--- config.mk ---
export PLATFORM = sky130hd
export DESIGN_NAME = bus_access_arbiter
export DESIGN_NICKNAME = d
export VERILOG_FILES = /design/src/rtl/bus_arb_pkg.sv /design/src/rtl/rr_arbiter3.sv /design/src/rtl/bus_access_arbiter.sv
export SDC_FILE = /design/constraint.sdc
export NUM_CORES = 1
export LEC_CHECK = 0
export CAP_MARGIN = 20
export CORE_UTILIZATION = 34
export DETAILED_ROUTE_END_ITERATION = 8
export GPL_TIMING_DRIVEN = 0
export PLACE_DENSITY = 0.78
export SETUP_SLACK_MARGIN = 0.1
export SLEW_MARGIN = 20
export SYNTH_ARGS = -nofsm -noshare
export SYNTH_HDL_FRONTEND = slang
export SYNTH_SLANG_ARGS = --single-unit
export TNS_END_PERCENT = 1
--- constraint.sdc ---
create_clock -name clk -period 1.9 [get_ports clk]
set_input_delay 0.285 -clock clk [delete_from_list [all_inputs] [get_ports clk]]
set_output_delay 0.285 -clock clk [all_outputs]
set_load 0.005 [all_outputs]
--- src/rtl/bus_arb_pkg.sv ---
// Shared definitions for the bus access arbiter: address map, FSM states,
// master identifiers, protocol codes and the round-robin successor helper.
package bus_arb_pkg;

  // Default address map: AXI occupies 0..AXI_END, APB follows up to APB_END.
  localparam logic [31:0] AXI_END = 32'h3FFF_FFFF;
  localparam logic [31:0] APB_END = 32'h7FFF_FFFF;

  typedef enum logic [1:0] {
    IDLE  = 2'd0,
    ISSUE = 2'd1,
    RESP  = 2'd2
  } state_e;

  // Values double as the rsp_id encoding and as the grant vector bit index.
  typedef enum logic [1:0] {
    RD1 = 2'd0,
    RD2 = 2'd1,
    WR  = 2'd2
  } master_id_e;

  typedef enum logic {
    APB = 1'b0,
    AXI = 1'b1
  } protocol_e;

  // Next master in round-robin order, wrapping WR back to RD1.
  function automatic master_id_e next_id(input master_id_e id);
    case (id)
      RD1:     return RD2;
      RD2:     return WR;
      default: return RD1;
    endcase
  endfunction

endpackage

--- src/rtl/rr_arbiter3.sv ---
// Three-way round-robin arbiter. The pointer names the highest-priority
// master; after an accepted grant the winner drops to lowest priority.
module rr_arbiter3
  import bus_arb_pkg::*;
(
  input  logic       clk,
  input  logic       rst,
  input  logic [2:0] req,
  input  logic       accept,
  output logic [2:0] gnt,
  output master_id_e win_id,
  output logic       any_req
);

  master_id_e ptr_q;
  master_id_e cand;
  logic       found;

  // Scan from the pointer upward with wrap-around; first requester wins.
  always_comb begin
    // NOTE: every variable gets a default before any branch so no latch is inferred.
    win_id = ptr_q;
    cand   = ptr_q;
    found  = 1'b0;
    for (int k = 0; k < 3; k++) begin
      if (!found && req[cand]) begin
        found  = 1'b1;
        win_id = cand;
      end
      cand = next_id(cand);
    end
    gnt     = found ? (3'b001 << win_id) : 3'b000;
    any_req = found;
  end

  // Pointer advances past the winner only when the grant is taken.
  always_ff @(posedge clk) begin
    // NOTE: state is updated with non-blocking assignments so all flops see pre-edge values.
    if (rst) begin
      ptr_q <= RD1;
    end else if (accept && found) begin
      ptr_q <= next_id(win_id);
    end
  end

endmodule

--- src/rtl/bus_access_arbiter.sv ---
// Shares one downstream target port between two read masters and a write
// master. A winner is chosen round-robin in IDLE, its request is registered
// together with the AXI/APB select, the target handshake runs under a
// timeout in ISSUE, and a one-cycle response is returned in RESP.
module bus_access_arbiter #(
  parameter logic [31:0] AXI_END = bus_arb_pkg::AXI_END,
  parameter logic [31:0] APB_END = bus_arb_pkg::APB_END,
  parameter int unsigned TIMEOUT = 16
) (
  input  logic        clk,
  input  logic        rst,
  input  logic        rd1_req,
  input  logic        rd2_req,
  input  logic        wr_req,
  input  logic [31:0] M_Raddr1,
  input  logic [31:0] M_Raddr2,
  input  logic [31:0] M_waddr,
  input  logic [31:0] M_wdata,
  output logic        rd1_gnt,
  output logic        rd2_gnt,
  output logic        wr_gnt,
  output logic        tgt_valid,
  output logic        tgt_write,
  output logic [31:0] tgt_addr,
  output logic [31:0] tgt_wdata,
  output logic        protocol_select,
  input  logic        tgt_ready,
  input  logic [31:0] tgt_rdata,
  input  logic        tgt_err,
  output logic        rsp_valid,
  output logic [1:0]  rsp_id,
  output logic [31:0] rsp_rdata,
  output logic        rsp_err
);

  import bus_arb_pkg::*;

  localparam logic [7:0] TIMER_LAST = 8'(TIMEOUT - 1);

  state_e      state_q, state_d;
  master_id_e  owner_q, owner_d;
  logic [7:0]  timer_q, timer_d;
  logic        dec_err_q, dec_err_d;
  logic [2:0]  gnt_q, gnt_d;
  logic        tgt_valid_d, tgt_write_d, protocol_select_d;
  logic [31:0] tgt_addr_d, tgt_wdata_d;
  logic        rsp_valid_d, rsp_err_d;
  master_id_e  rsp_id_q, rsp_id_d;
  logic [31:0] rsp_rdata_d;

  logic [2:0]  req_vec, arb_gnt;
  master_id_e  win_id;
  logic        any_req, arb_accept;
  logic [31:0] win_addr;

  assign req_vec = {wr_req, rd2_req, rd1_req};

  rr_arbiter3 u_arb (
    .clk     (clk),
    .rst     (rst),
    .req     (req_vec),
    .accept  (arb_accept),
    .gnt     (arb_gnt),
    .win_id  (win_id),
    .any_req (any_req)
  );

  // Address of whichever master the arbiter currently favours.
  always_comb begin
    case (win_id)
      RD1:     win_addr = M_Raddr1;
      RD2:     win_addr = M_Raddr2;
      default: win_addr = M_waddr;
    endcase
  end

  // Next-state and next-output logic; every register holds unless told otherwise,
  // except the grant and response pulses which default low.
  always_comb begin
    state_d           = state_q;
    owner_d           = owner_q;
    timer_d           = timer_q;
    dec_err_d         = dec_err_q;
    tgt_valid_d       = tgt_valid;
    tgt_write_d       = tgt_write;
    tgt_addr_d        = tgt_addr;
    tgt_wdata_d       = tgt_wdata;
    protocol_select_d = protocol_select;
    gnt_d             = 3'b000;
    rsp_valid_d       = 1'b0;
    rsp_id_d          = RD1;
    rsp_rdata_d       = '0;
    rsp_err_d         = 1'b0;
    arb_accept        = 1'b0;

    case (state_q)
      IDLE: begin
        if (any_req) begin
          arb_accept        = 1'b1;
          owner_d           = win_id;
          gnt_d             = arb_gnt;
          tgt_addr_d        = win_addr;
          tgt_write_d       = (win_id == WR);
          tgt_wdata_d       = (win_id == WR) ? M_wdata : '0;
          protocol_select_d = (win_addr <= AXI_END) ? AXI : APB;
          timer_d           = '0;
          // An unmapped address still spends one ISSUE cycle, with the target
          // left untouched, so its response lands two cycles after the decision
          // like the fastest mapped transaction.
          dec_err_d         = (win_addr > APB_END);
          tgt_valid_d       = (win_addr <= APB_END);
          state_d           = ISSUE;
        end
      end

      ISSUE: begin
        if (dec_err_q) begin
          rsp_valid_d = 1'b1;
          rsp_id_d    = owner_q;
          rsp_err_d   = 1'b1;
          state_d     = RESP;
        end else if (tgt_ready) begin
          tgt_valid_d = 1'b0;
          rsp_valid_d = 1'b1;
          rsp_id_d    = owner_q;
          rsp_err_d   = tgt_err;
          rsp_rdata_d = (tgt_write || tgt_err) ? '0 : tgt_rdata;
          state_d     = RESP;
        end else if (timer_q == TIMER_LAST) begin
          tgt_valid_d = 1'b0;
          rsp_valid_d = 1'b1;
          rsp_id_d    = owner_q;
          rsp_err_d   = 1'b1;
          state_d     = RESP;
        end else begin
          timer_d = timer_q + 8'd1;
        end
      end

      RESP: begin
        dec_err_d = 1'b0;
        state_d   = IDLE;
      end

      default: state_d = IDLE;
    endcase
  end

  // State and output registers; reset abandons any transaction in flight.
  always_ff @(posedge clk) begin
    if (rst) begin
      state_q         <= IDLE;
      owner_q         <= RD1;
      timer_q         <= '0;
      dec_err_q       <= 1'b0;
      gnt_q           <= 3'b000;
      tgt_valid       <= 1'b0;
      tgt_write       <= 1'b0;
      tgt_addr        <= '0;
      tgt_wdata       <= '0;
      protocol_select <= 1'b0;
      rsp_valid       <= 1'b0;
      rsp_id_q        <= RD1;
      rsp_rdata       <= '0;
      rsp_err         <= 1'b0;
    end else begin
      state_q         <= state_d;
      owner_q         <= owner_d;
      timer_q         <= timer_d;
      dec_err_q       <= dec_err_d;
      gnt_q           <= gnt_d;
      tgt_valid       <= tgt_valid_d;
      tgt_write       <= tgt_write_d;
      tgt_addr        <= tgt_addr_d;
      tgt_wdata       <= tgt_wdata_d;
      protocol_select <= protocol_select_d;
      rsp_valid       <= rsp_valid_d;
      rsp_id_q        <= rsp_id_d;
      rsp_rdata       <= rsp_rdata_d;
      rsp_err         <= rsp_err_d;
    end
  end

  assign rd1_gnt = gnt_q[RD1];
  assign rd2_gnt = gnt_q[RD2];
  assign wr_gnt  = gnt_q[WR];
  assign rsp_id  = rsp_id_q;

endmodule

==> impl_metrics.sql <==
INSERT INTO impl_metrics (metric_group, metric, value, unit) VALUES
('run_status', 'status', 'finished, final reports clean', ''),
('min_path', 'worst_hold_startpoint', 'tgt_rdata[24]', ''),
('die', 'io_pins', '273', ''),
('drt', 'first_pass_iters', '5', ''),
('synth', 'synth_edf_count', '0', ''),
('drt', 'antenna_left', '0', ''),
('global_routing', 'gr-total-overflow', '0', ''),
('min_path', 'min_delay_worst_endpoint', 'rsp_rdata[24]', ''),
('die', 'dieWidth', '118.4', 'um'),
('clock_tree', 'cts_buffer_depth', '2', ''),
('timing', 'min_period', '1.874', 'ns'),
('critical_path', 'critPathLaunchType', 'flop', ''),
('timing', 'final.setup.tns', '0', 'ns'),
('critical_path', 'end_kind', 'flop', ''),
('job', 'max_cap_violations', '0', ''),
('synth', 'synth_commonest_cells', 'sky130_fd_sc_hd__dfxtp_1, sky130_fd_sc_hd__a22o_1, sky130_fd_sc_hd__and2_1, sky130_fd_sc_hd__o21bai_1, sky130_fd_sc_hd__o221a_1', ''),
('clock_tree', 'cts_num_sinks', '121', ''),
('critical_path', 'worstPathArrival', '2.23', 'ns'),
('clock_tree', 'tritoncts', 'done', ''),
('timing', 'finalWorstSetupSlack', '0.02603', 'ns'),
('power_and_ir_drop', 'clkPwrFrac', '44.9', '%'),
('synth', 'ys_seq_elements', '121', ''),
('die', 'floorplan.core_area', '13240', 'um^2'),
('synth', 'synthesis.instances', '419', ''),
('drt', 'post-route-drc-count', '0', ''),
('synth', 'synth.distinct_cells', '49', ''),
('placement', 'pre_cts_slack', '-0.7157', 'ns'),
('finish', 'area_delta_synth_final', '86.56', '%'),
('timing', 'rsz0062_at_grt', 'true', ''),
('power_and_ir_drop', 'power-per-cell-area', '933.7', 'nW/um^2'),
('power_and_ir_drop', 'sw_frac_of_total', '23.64', '%'),
('synth', 'ys.flop_type', 'sky130_fd_sc_hd__dfxtp_1', ''),
('clock_tree', 'cts_root_buffer', 'sky130_fd_sc_hd__clkbuf_16', ''),
('global_routing', 'via_count_of_the_first_global_routing_pass', '4804', ''),
('finish', 'finish.net_count', '894', ''),
('min_path', 'min_path_cells', '2', ''),
('clock_tree', 'cts-htree-levels', '4', ''),
('synth', 'synth_seq_area_share', '52.57', '%'),
('drt', 'wire_per_inst', '18.13', 'um'),
('timing', 'worst_max_slew_pin_slew', '0.6486', 'ns'),
('synth', 'synth_largest_type_area_fraction', '52.57', '%'),
('drt', 'detail_route.vias_per_cell', '5.058', ''),
('synth', 'post_synthesis_average_cell_area', '11.00', 'um^2'),
('drt', 'drt-initial-drc-count', '239', ''),
('critical_path', 'crit_path_max_fanout', '10', ''),
('die', 'placementRows', '42', ''),
('timing', 'period_utilization_post_route', '98.63', '%'),
('placement', 'place.detailed.hpwl', '11950', 'um'),
('power_and_ir_drop', 'worst_vdd_ir', '612.9', 'uV'),
('clock_tree', 'cts_hold_buffers', '0', ''),
('global_routing', 'grt_first_pass_wirelength', '25080', 'um'),
('global_routing', 'global_route.usage.total', '23.05', '%'),
('placement', 'gp_congestion', '0.8948', ''),
('synth', 'mappedNetlistArea', '4608', 'um^2'),
('power_and_ir_drop', 'static-leakage-power', '0.003437', 'uW'),
('synth', 'synth_nets', '587', ''),
('global_routing', 'initial_antenna_violation_count', '0', ''),
('finish', 'drive_above_1_share', '14.61', '%'),
('clock_tree', 'tritoncts.num_buffers', '17', ''),
('timing', 'setup_viol', '0', ''),
('placement', 'io_buffers', '271', ''),
('timing', 'final_hold_viol_count', '0', ''),
('critical_path', 'rrSetupSlack', '0.03', 'ns'),
('timing', 'timing.max_slew.rel_slack', '56.76', '%'),
('global_routing', 'maximum_number_of_pins_on_one_net_before_global_route_repair', '17', ''),
('synth', 'synth.area.top_cells', 'sky130_fd_sc_hd__dfxtp_1, sky130_fd_sc_hd__a22o_1, sky130_fd_sc_hd__o221a_1, sky130_fd_sc_hd__and2_1, sky130_fd_sc_hd__o21bai_1', ''),
('timing', 'maxSlewViolCount', '0', ''),
('placement', 'dpl-instance-area', '7553', 'um^2'),
('clock_tree', 'clkSlewWorstSetupHoldPaths', '0.06', 'ns'),
('die', 'die_area', '14020', 'um^2'),
('timing', 'timing.clock.skew', '0.004839', 'ns');
## kinds of logic (layout without fill, tap and decap cells)
| family | count (synthesis) | after routing | synth area share [%] |
|---|---|---|---|
| XOR/XNOR | 6 | 6 | 1.140 |
| adder cells (fa/ha/maj) | 1 | 1 | 0.2715 |
| multiplexers | 1 | 1 | 0.2172 |
| AND/OR/NAND/NOR | 95 | 95 | 11.70 |
| flip-flops | 121 | 121 | 52.57 |
| buffers and inverters | 37 | 357 | 4.507 |
| AO/OA/AOI/OAI | 158 | 158 | 29.60 |
## placed cells by master (no fill, tap or decap), drive strengths merged, types with 2 or more instances in the layout
cell,netlist,final
bufinv,0,5
o21ai,9,9
buf,17,42
o21a,2,2
a31oi,2,2
clkbuf,16,28
a22o,61,61
a21o,6,6
a21oi,5,5
nand3,4,4
inv,4,5
o21bai,28,28
o2111ai,3,3
nor2,19,19
nor2b,3,3
o31ai,3,3
dfxtp,121,121
and3,6,6
clkinv,0,4
xor2,6,6
clkdlybuf4s50,0,269
nor4,2,2
and2,36,36
nand2,11,11
clkinvlp,0,2
nand2b,8,8
o221a,28,28
or3b,2,2
## state kept, by name, indices dropped and copies added (netlist names), 2 cells and up
| name | cells |
|---|---|
| rsp_rdata | 32 |
| timer_q | 8 |
| rsp_id | 2 |
| u_arb.ptr_q | 2 |
| owner_q | 2 |
| state_q | 2 |
| tgt_addr | 32 |
| gnt_q | 3 |
| tgt_wdata | 32 |
## per-layer routing
metal  track usage (%)  routed length, um  vias up
met3             7.867               1187       31
met2             41.43               8549      213
met5                 0                  0        -
met4             8.623                323        0
met1             24.85               6528     2204
li1                  -                  -     2180
## power by group through the flow
| stage | combinational (uW) | sequential [uW] | clock [uW] |
|---|---|---|---|
| detailed placement | 1410 | 2870 | 0 |
| finish | 1600 | 2830 | 3600 |
| global route | 1700 | 2850 | 3760 |
| global placement | 1390 | 2860 | 0 |
| CTS | 1480 | 2820 | 3640 |
| floorplan | 562 | 2880 | 0 |
## worst max-delay path by stage
stage / from / endpoint / slack [ns]
3_5_place_dp: wr_req / tgt_addr[18] / -0.72
2_1_floorplan: u_arb.ptr_q[1] / tgt_addr[0] / 0.13
6_report: u_arb.ptr_q[0] / tgt_wdata[3] / 0.03
5_1_grt: u_arb.ptr_q[0] / tgt_wdata[3] / -0.06
3_3_place_gp: wr_req / tgt_addr[11] / -0.62
4_1_cts: u_arb.ptr_q[0] / tgt_wdata[25] / 0.03
## through the flow
step | cells | power (uW)
5_1_grt | 915 | 8308
3_3_place_gp | 866 | 4251
6_report | 915 | 8027
2_1_floorplan | 419 | 3437
4_1_cts | 904 | 7942
3_5_place_dp | 866 | 4284
## critical path, stage by stage (launching register included)
cell and delay [ns]:
sky130_fd_sc_hd__dfxtp_2 0.31, sky130_fd_sc_hd__buf_6 0.13, sky130_fd_sc_hd__a21bo_4 0.23, sky130_fd_sc_hd__a211oi_4 0.32, sky130_fd_sc_hd__buf_4 0.18, sky130_fd_sc_hd__nand2b_4 0.09, sky130_fd_sc_hd__nor2_4 0.13, sky130_fd_sc_hd__buf_12 0.14
sky130_fd_sc_hd__buf_6 0.10, sky130_fd_sc_hd__buf_4 0.09, sky130_fd_sc_hd__a22o_1 0.10
## what timing repair did
| item | in CTS | in global routing |
|---|---|---|
| pin swaps | 4 | 27 |
| gates resized for setup | 26 | 60 |
| endpoints found under the setup margin | 112 | 112 |
| cloned | 0 | 5 |
| buffers inserted | 6 | 7 |
## final cells by class
class	count	area, um^2
clock buffer	20	466.7
sequential	121	2425
clock inverter	12	193.9
multi-input combinational	261	2108
timing repair buffer	289	2885
fill	1079	4646
buffer	32	282.8
inverter	4	15.01
tap	176	220.2
No activity file was read; power rests on OpenSTA's default activity.
